[src/rtl/cpu_sequencer.sv]
// Multi-cycle RV32I control sequencer: steps each instruction through
// FETCH/DECODE/EXEC/MEM/WB and turns per-opcode control into timed strobes.
module cpu_sequencer #(
  parameter int unsigned TIMEOUT_W = 8
) (
  input  logic       clk,
  input  logic       rst,
  input  logic       stall,
  input  logic [6:0] opcode,
  input  logic       mem_ready,
  input  logic       branch_taken,
  output logic       mem_req,
  output logic       mem_we,
  output logic       mem_is_fetch,
  output logic       ir_we,
  output logic       pc_we,
  output logic [1:0] pc_sel,
  output logic       reg_we,
  output logic       retire,
  output logic       fault,
  output logic [2:0] state
);

  typedef enum logic [2:0] {
    S_IDLE   = 3'd0,
    S_FETCH  = 3'd1,
    S_DECODE = 3'd2,
    S_EXEC   = 3'd3,
    S_MEM    = 3'd4,
    S_WB     = 3'd5,
    S_FAULT  = 3'd7
  } state_t;

  localparam logic [6:0] OP_LUI    = 7'b0110111;
  localparam logic [6:0] OP_AUIPC  = 7'b0010111;
  localparam logic [6:0] OP_JAL    = 7'b1101111;
  localparam logic [6:0] OP_JALR   = 7'b1100111;
  localparam logic [6:0] OP_BRANCH = 7'b1100011;
  localparam logic [6:0] OP_LOAD   = 7'b0000011;
  localparam logic [6:0] OP_STORE  = 7'b0100011;
  localparam logic [6:0] OP_IMM    = 7'b0010011;
  localparam logic [6:0] OP_REG    = 7'b0110011;

  localparam logic [TIMEOUT_W-1:0] WDOG_ONE = TIMEOUT_W'(1);

  state_t               state_q, state_d;
  logic [TIMEOUT_W-1:0] wdog_q, wdog_d;

  logic   legal_op, is_store, is_ldst, timeout;
  state_t after_retire;

  always_comb begin
    legal_op = 1'b0;
    case (opcode)
      OP_LUI, OP_AUIPC, OP_JAL, OP_JALR, OP_BRANCH,
      OP_LOAD, OP_STORE, OP_IMM, OP_REG: legal_op = 1'b1;
      default:                           legal_op = 1'b0;
    endcase
  end

  assign is_store     = (opcode == OP_STORE);
  assign is_ldst      = is_store || (opcode == OP_LOAD);
  assign after_retire = stall ? S_IDLE : S_FETCH;
  // The 2^W-th consecutive wait cycle is the one entered with the counter saturated.
  assign timeout      = (wdog_q == '1) && !mem_ready;

  always_comb begin
    state_d      = state_q;
    mem_req      = 1'b0;
    mem_we       = 1'b0;
    mem_is_fetch = 1'b0;
    ir_we        = 1'b0;
    pc_we        = 1'b0;
    pc_sel       = 2'b00;
    reg_we       = 1'b0;
    retire       = 1'b0;
    fault        = 1'b0;
    case (state_q)
      S_IDLE: begin
        if (!stall) state_d = S_FETCH;
      end
      S_FETCH: begin
        mem_req      = 1'b1;
        mem_is_fetch = 1'b1;
        if (mem_ready) begin
          ir_we   = 1'b1;
          state_d = S_DECODE;
        end else if (timeout) begin
          state_d = S_FAULT;
        end
      end
      S_DECODE: begin
        state_d = legal_op ? S_EXEC : S_FAULT;
      end
      S_EXEC: begin
        if (is_ldst) begin
          state_d = S_MEM;
        end else if (opcode == OP_BRANCH) begin
          pc_we   = 1'b1;
          pc_sel  = branch_taken ? 2'b01 : 2'b00;
          retire  = 1'b1;
          state_d = after_retire;
        end else begin
          state_d = S_WB;
        end
      end
      S_MEM: begin
        mem_req = 1'b1;
        mem_we  = is_store;
        if (mem_ready) begin
          if (is_store) begin
            pc_we   = 1'b1;
            retire  = 1'b1;
            state_d = after_retire;
          end else begin
            state_d = S_WB;
          end
        end else if (timeout) begin
          state_d = S_FAULT;
        end
      end
      S_WB: begin
        reg_we  = 1'b1;
        pc_we   = 1'b1;
        retire  = 1'b1;
        if (opcode == OP_JAL)       pc_sel = 2'b01;
        else if (opcode == OP_JALR) pc_sel = 2'b10;
        state_d = after_retire;
      end
      S_FAULT: begin
        fault = 1'b1;
      end
      default: begin
        state_d = S_FAULT;
      end
    endcase
  end

  always_comb begin
    if ((state_d != state_q) || !mem_req || mem_ready) wdog_d = '0;
    else                                               wdog_d = wdog_q + WDOG_ONE;
  end

  always_ff @(posedge clk or posedge rst) begin
    if (rst) begin
      state_q <= S_IDLE;
      wdog_q  <= '0;
    end else begin
      state_q <= state_d;
      wdog_q  <= wdog_d;
    end
  end

  assign state = state_q;

endmodule

[config.mk]
export PLATFORM = sky130hd
export DESIGN_NAME = cpu_sequencer
export DESIGN_NICKNAME = d
export VERILOG_FILES = /design/src/rtl/cpu_sequencer.sv
export SDC_FILE = /design/constraint.sdc
export NUM_CORES = 1
export LEC_CHECK = 0
export ABC_CLOCK_PERIOD_IN_PS = 1900
export CAP_MARGIN = 20
export CORE_MARGIN = 4
export CORE_UTILIZATION = 40
export CTS_BUF_LIST = sky130_fd_sc_hd__clkbuf_2
export DETAILED_ROUTE_END_ITERATION = 7
export PLACE_DENSITY = 0.77
export RECOVER_POWER = 25
export SYNTH_ARGS = -nofsm -noshare
export SYNTH_HDL_FRONTEND = slang
export SYNTH_SLANG_ARGS = --single-unit
[constraint.sdc]
create_clock -name clk -period 1.9 [get_ports clk]
set_input_delay 0.285 -clock clk [delete_from_list [all_inputs] [get_ports clk]]
set_output_delay 0.285 -clock clk [all_outputs]
set_load 0.005 [all_outputs]
# Yosys cells after proc, flatten, opt, wreduce, memory -nomap -nowiden
# Cells that the tools add are included.
[word_totals]
elab_cells = 59
out_inout_bits = 13
reg_bits = 11
[classes]
add_sub_neg = 1
n_mux = 30
reduce_logical = 9
n_eq_ne = 17
[op_table]
columns = ["cell", "count"]
rows = [
  ["$mux 3", 8],
  ["$eq 7x6->1 const B", 3],
  ["$eq 7x7->1 const B", 3],
  ["$pmux 3 s7", 1],
  ["$mux 1", 16],
  ["$eq 7x5->1 const B", 2],
  ["$eq 3x3->1 const B", 3],
  ["$reduce_or 9->1", 1],
  ["$add 8x1->8 const B", 1],
  ["$eq 8x8->1 const B", 1],
  ["$mux 8", 1],
  ["$eq 7x2->1 const B", 1],
  ["$eq 3x2->1 const B", 2],
  ["$mux 2", 2],
  ["$pmux 2 s2", 1],
  ["$eq 3x1->1 const B", 1],
  ["$logic_not 3->1", 1],
  ["$logic_or 1x1->1", 3],
  ["$ne 3x3->1", 1],
  ["$pmux 1 s3", 1],
  ["$logic_not 1->1", 2],
  ["$reduce_or 2->1", 1],
  ["$logic_and 1x1->1", 1],
]

# Depth between registers and ports, before layout
[logic_depth]
word_depth = 9
ltp_mapped = 5

# Worst setup path after synthesis
# OpenSTA, ideal clock, no wires.
[synth_path]
path_type = "input to output"
startpoint = "in opcode[3]"
endpoint = "out retire"
arrival_ns = 1.235
path_slack_ns = 0.380
required_ns = 1.615
cell_stages = 4
n_path_buf = 1
path_cell_list = "nand4bb_4 o41a_1 o21bai_1 buf_4"
[synth_between]
elab_chain_len = 4
[synth_rtl]
columns = ["item", "line_no", "text"]
rows = [
  ["from (decl)", "9", "input logic [6:0] opcode,"],
  ["$eq 7x6->1, or another cell as far along", "61", "assign is_store = (opcode == OP_STORE);"],
  ["$mux 1, or another cell as far along", "n/a", ""],
  ["$mux 1, on equally long branches", "n/a", ""],
  ["$pmux 1 s3 *", "n/a", ""],
  ["to (decl)", "19", "output logic retire,"],
]
# Every way passes the cells marked *; elsewhere a longest branch is shown, timed or not.

# Worst setup path in the final report
[layout_path]
startpoint = "in opcode[1]"
endpoint = "out pc_we"
[layout_between]
elab_chain_len = 4
[layout_rtl]
columns = ["item", "line_no", "text"]
rows = [
  ["$eq 7x6->1, or another cell as far along", "61", ""],
  ["$mux 1, or another cell as far along", "111", "if (is_store) begin"],
  ["$mux 1, on equally long branches", "110, 96", ""],
  ["$pmux 1 s3 *", "78", "case (state_q)"],
  ["to (decl)", "16", "output logic pc_we,"],
]
# Marks and branches as above.

==> flow_summary.ini <==
[worst_setup_path]
endpoint_kind = output port
r2r_setup_slack_ns = 0.39
arrival_ns = 1.55
required_ns = 1.62
criticalPathCategory = primary input to output port
cp_max_fo = 3
startpoint_type = primary input

[synthesis]
async_flop_share = 1.00
yosys.area.top_type = dfrtp_1
synth_seq_cells = 11
post-synth-top-area-fraction = 0.338
yosys-top-cells-area = dfrtp_1 (34%), nor2_1 (6.9%), xor2_1 (5.4%)
synth_fp_nets = 104
yosysUniqueCellTypes = 36
synth_cells = 91
synth_ff_type = dfrtp_1
netlist_area_um2 = 815
synth_edf_count = 0
yosys_warnings = 0
avgSynthCellArea_um2 = 8.95
yosysSeqAreaShare = 0.338

[die]
core_area_mm2 = 0.00194
num_rows = 16
io_pins = 25
die_w_um = 53.1
fp.dieArea_mm2 = 0.00282
initial_core_util = 0.419
die-height_um = 53.1

[timing]
finalHoldViolations = 0
tns_ns = 0
slew_viol_final = 0
tightest_slew_ns = 0.423
slew_headroom = 0.718
whs_ns = 0.445
final-setup-viol-count = 0
final.setup_skew_ns = 0.000396
finalWorstSetupSlack_ns = 0.0651
fmaxAchievable_mhz = 545
period_share = 0.966
period_needed_ns = 1.83

[final_layout]
multi_input_area_um2 = 551
syn2layout_area_growth_pct = 66.1
final-seq-area_um2 = 275
final_nets = 158
final_cell_mix = buf_4 (25), nor2_1 (14), dfrtp_1 (11), inv_1 (7), clkdlybuf4s50_1 (7)
drive_gt1_frac = 0.396
fin_util = 0.697
final_common_cell = buf_4
fillerInstances = 164
antennaDiodeCount = 0

[hold_path]
hold_path_class = primary input to asynchronous set/reset pin

[routing]
firstDrtPassIters = 4
vias = 880
drc = 0
ant_nets = 0
viasPerCell = 5.15
dr.first_iter.drc_count = 9
wirelength_mm = 2.55
wire_per_inst_um = 14.9

[outcome]
status = completed

[clock_network]
tritoncts = built
root_buffer = clkbuf_2
htreeDepth = 1
cts.clk_slew.worst_paths_ns = 0.11
clk_latency_ns = 0.25
cts_buffer_depth = 2
cts_sinks = 11
cts_buffers = 3

[global_routing]
grt_pass1_wl_mm = 4.03
grt_use_total = 0.201
grt-ovfl-total = 0
antenna_found_initial = 0
grt_start_max_net_pins = 14
grt_pass1_vias = 950

[power_and_ir_drop]
irDropWorstVdd_v = 0.000209
power_w = 0.000454
p_per_area_mw_per_mm2 = 336
power.static_leakage_nw = 0.664

[placement]
pre_cts_slack_ns = -0.517
port_buffers = 24
gp_congestion = 0.832
dp_hpwl_mm = 1.82

[run]
max_cap_violations = 0
-- routing by layer --
| metal | up-vias | part of all wire | GRT usage | wire length (µm) |
|---|---|---|---|---|
| met2 | 28 | 0.52 | 0.366 | 1330 |
| li1 | 427 | - | - | - |
| met5 | - | 0 | 0 | 0 |
| met1 | 417 | 0.40 | 0.215 | 1030 |
| met4 | 0 | 0.033 | 0.115 | 84 |
| met3 | 8 | 0.042 | 0.0338 | 107 |
-- metrics by stage --
step	cells	area, µm²
6_report	171	1350
3_5_place_dp	157	1190
4_1_cts	169	1280
3_3_place_gp	157	1190
5_1_grt	171	1350
2_1_floorplan	91	815
-- path summary, 6_finish.rpt --
check / from / endpoint / cells past startpoint
worst max-delay path: opcode[1] / pc_we / 7
worst min-delay path: rst / state[2]$_DFF_PP0_ / 2
worst max register to register: state[0]$_DFF_PP0_ / state[0]$_DFF_PP0_ / 6
worst min register to register: wdog_q[0]$_DFF_PP0_ / wdog_q[0]$_DFF_PP0_ / 1
max in group asynchronous: rst / wdog_q[3]$_DFF_PP0_ / 2
min in group clk: wdog_q[0]$_DFF_PP0_ / wdog_q[0]$_DFF_PP0_ / 1
-- cell families (layout without fill, tap and decap cells) --
kind of cell,Yosys count,count (layout),share of synthesized area
XOR/XNOR,7,7,0.0753
AO/OA/AOI/OAI,14,14,0.147
AND/OR/NAND/NOR,47,47,0.350
adder cells (fa/ha/maj),1,1,0.0154
buffers and inverters,11,64,0.0737
flip-flops,11,11,0.338
-- final cells by class --
class                   count  share of cell area
flip-flops and latches     11               0.204
repair buffers             52               0.327
multi-input cells          69               0.407
well taps                  27              0.0250
clock buffers               4              0.0148
inverters                   8              0.0222
-- worst max-delay path, stage by stage --
cell	delay, ns
clkdlybuf4s15_1	0.24
nand4bb_4	0.15
buf_6	0.15
nor3_4	0.17
nor3b_4	0.24
o21bai_4	0.17
buf_2	0.15
-- sequential cells by signal, indices dropped and copies added, names as in the netlist --
name / cells
state: 3
wdog_q: 8
-- synthesized netlist by cell type (2+ instances only) --
master and instances:
nor2_1 15, dfrtp_1 11, inv_1 8, nand2_1 7
xor2_1 5, nand3_1 4, and3_1 3, nand4_1 3
nor3_1 3, o21ai_0 3, buf_6 2, nor3b_2 2
xnor2_1 2
-- what timing repair did --
action,in CTS,in global routing
pin swaps,9,6
hold buffers,0,0
setup buffers,8,2
setup endpoints to repair,8,5
gates resized for setup,35,18
-- where the power goes --
part / internal [W] / switching (W) / leakage [nW]
Clock: 0.0000559 / 0.0000779 / 0.0166
Combinational: 0.0000464 / 0.0000394 / 0.510
Sequential: 0.000234 / 0.000000393 / 0.138
Note: power is estimated with default switching activity, not from simulation.
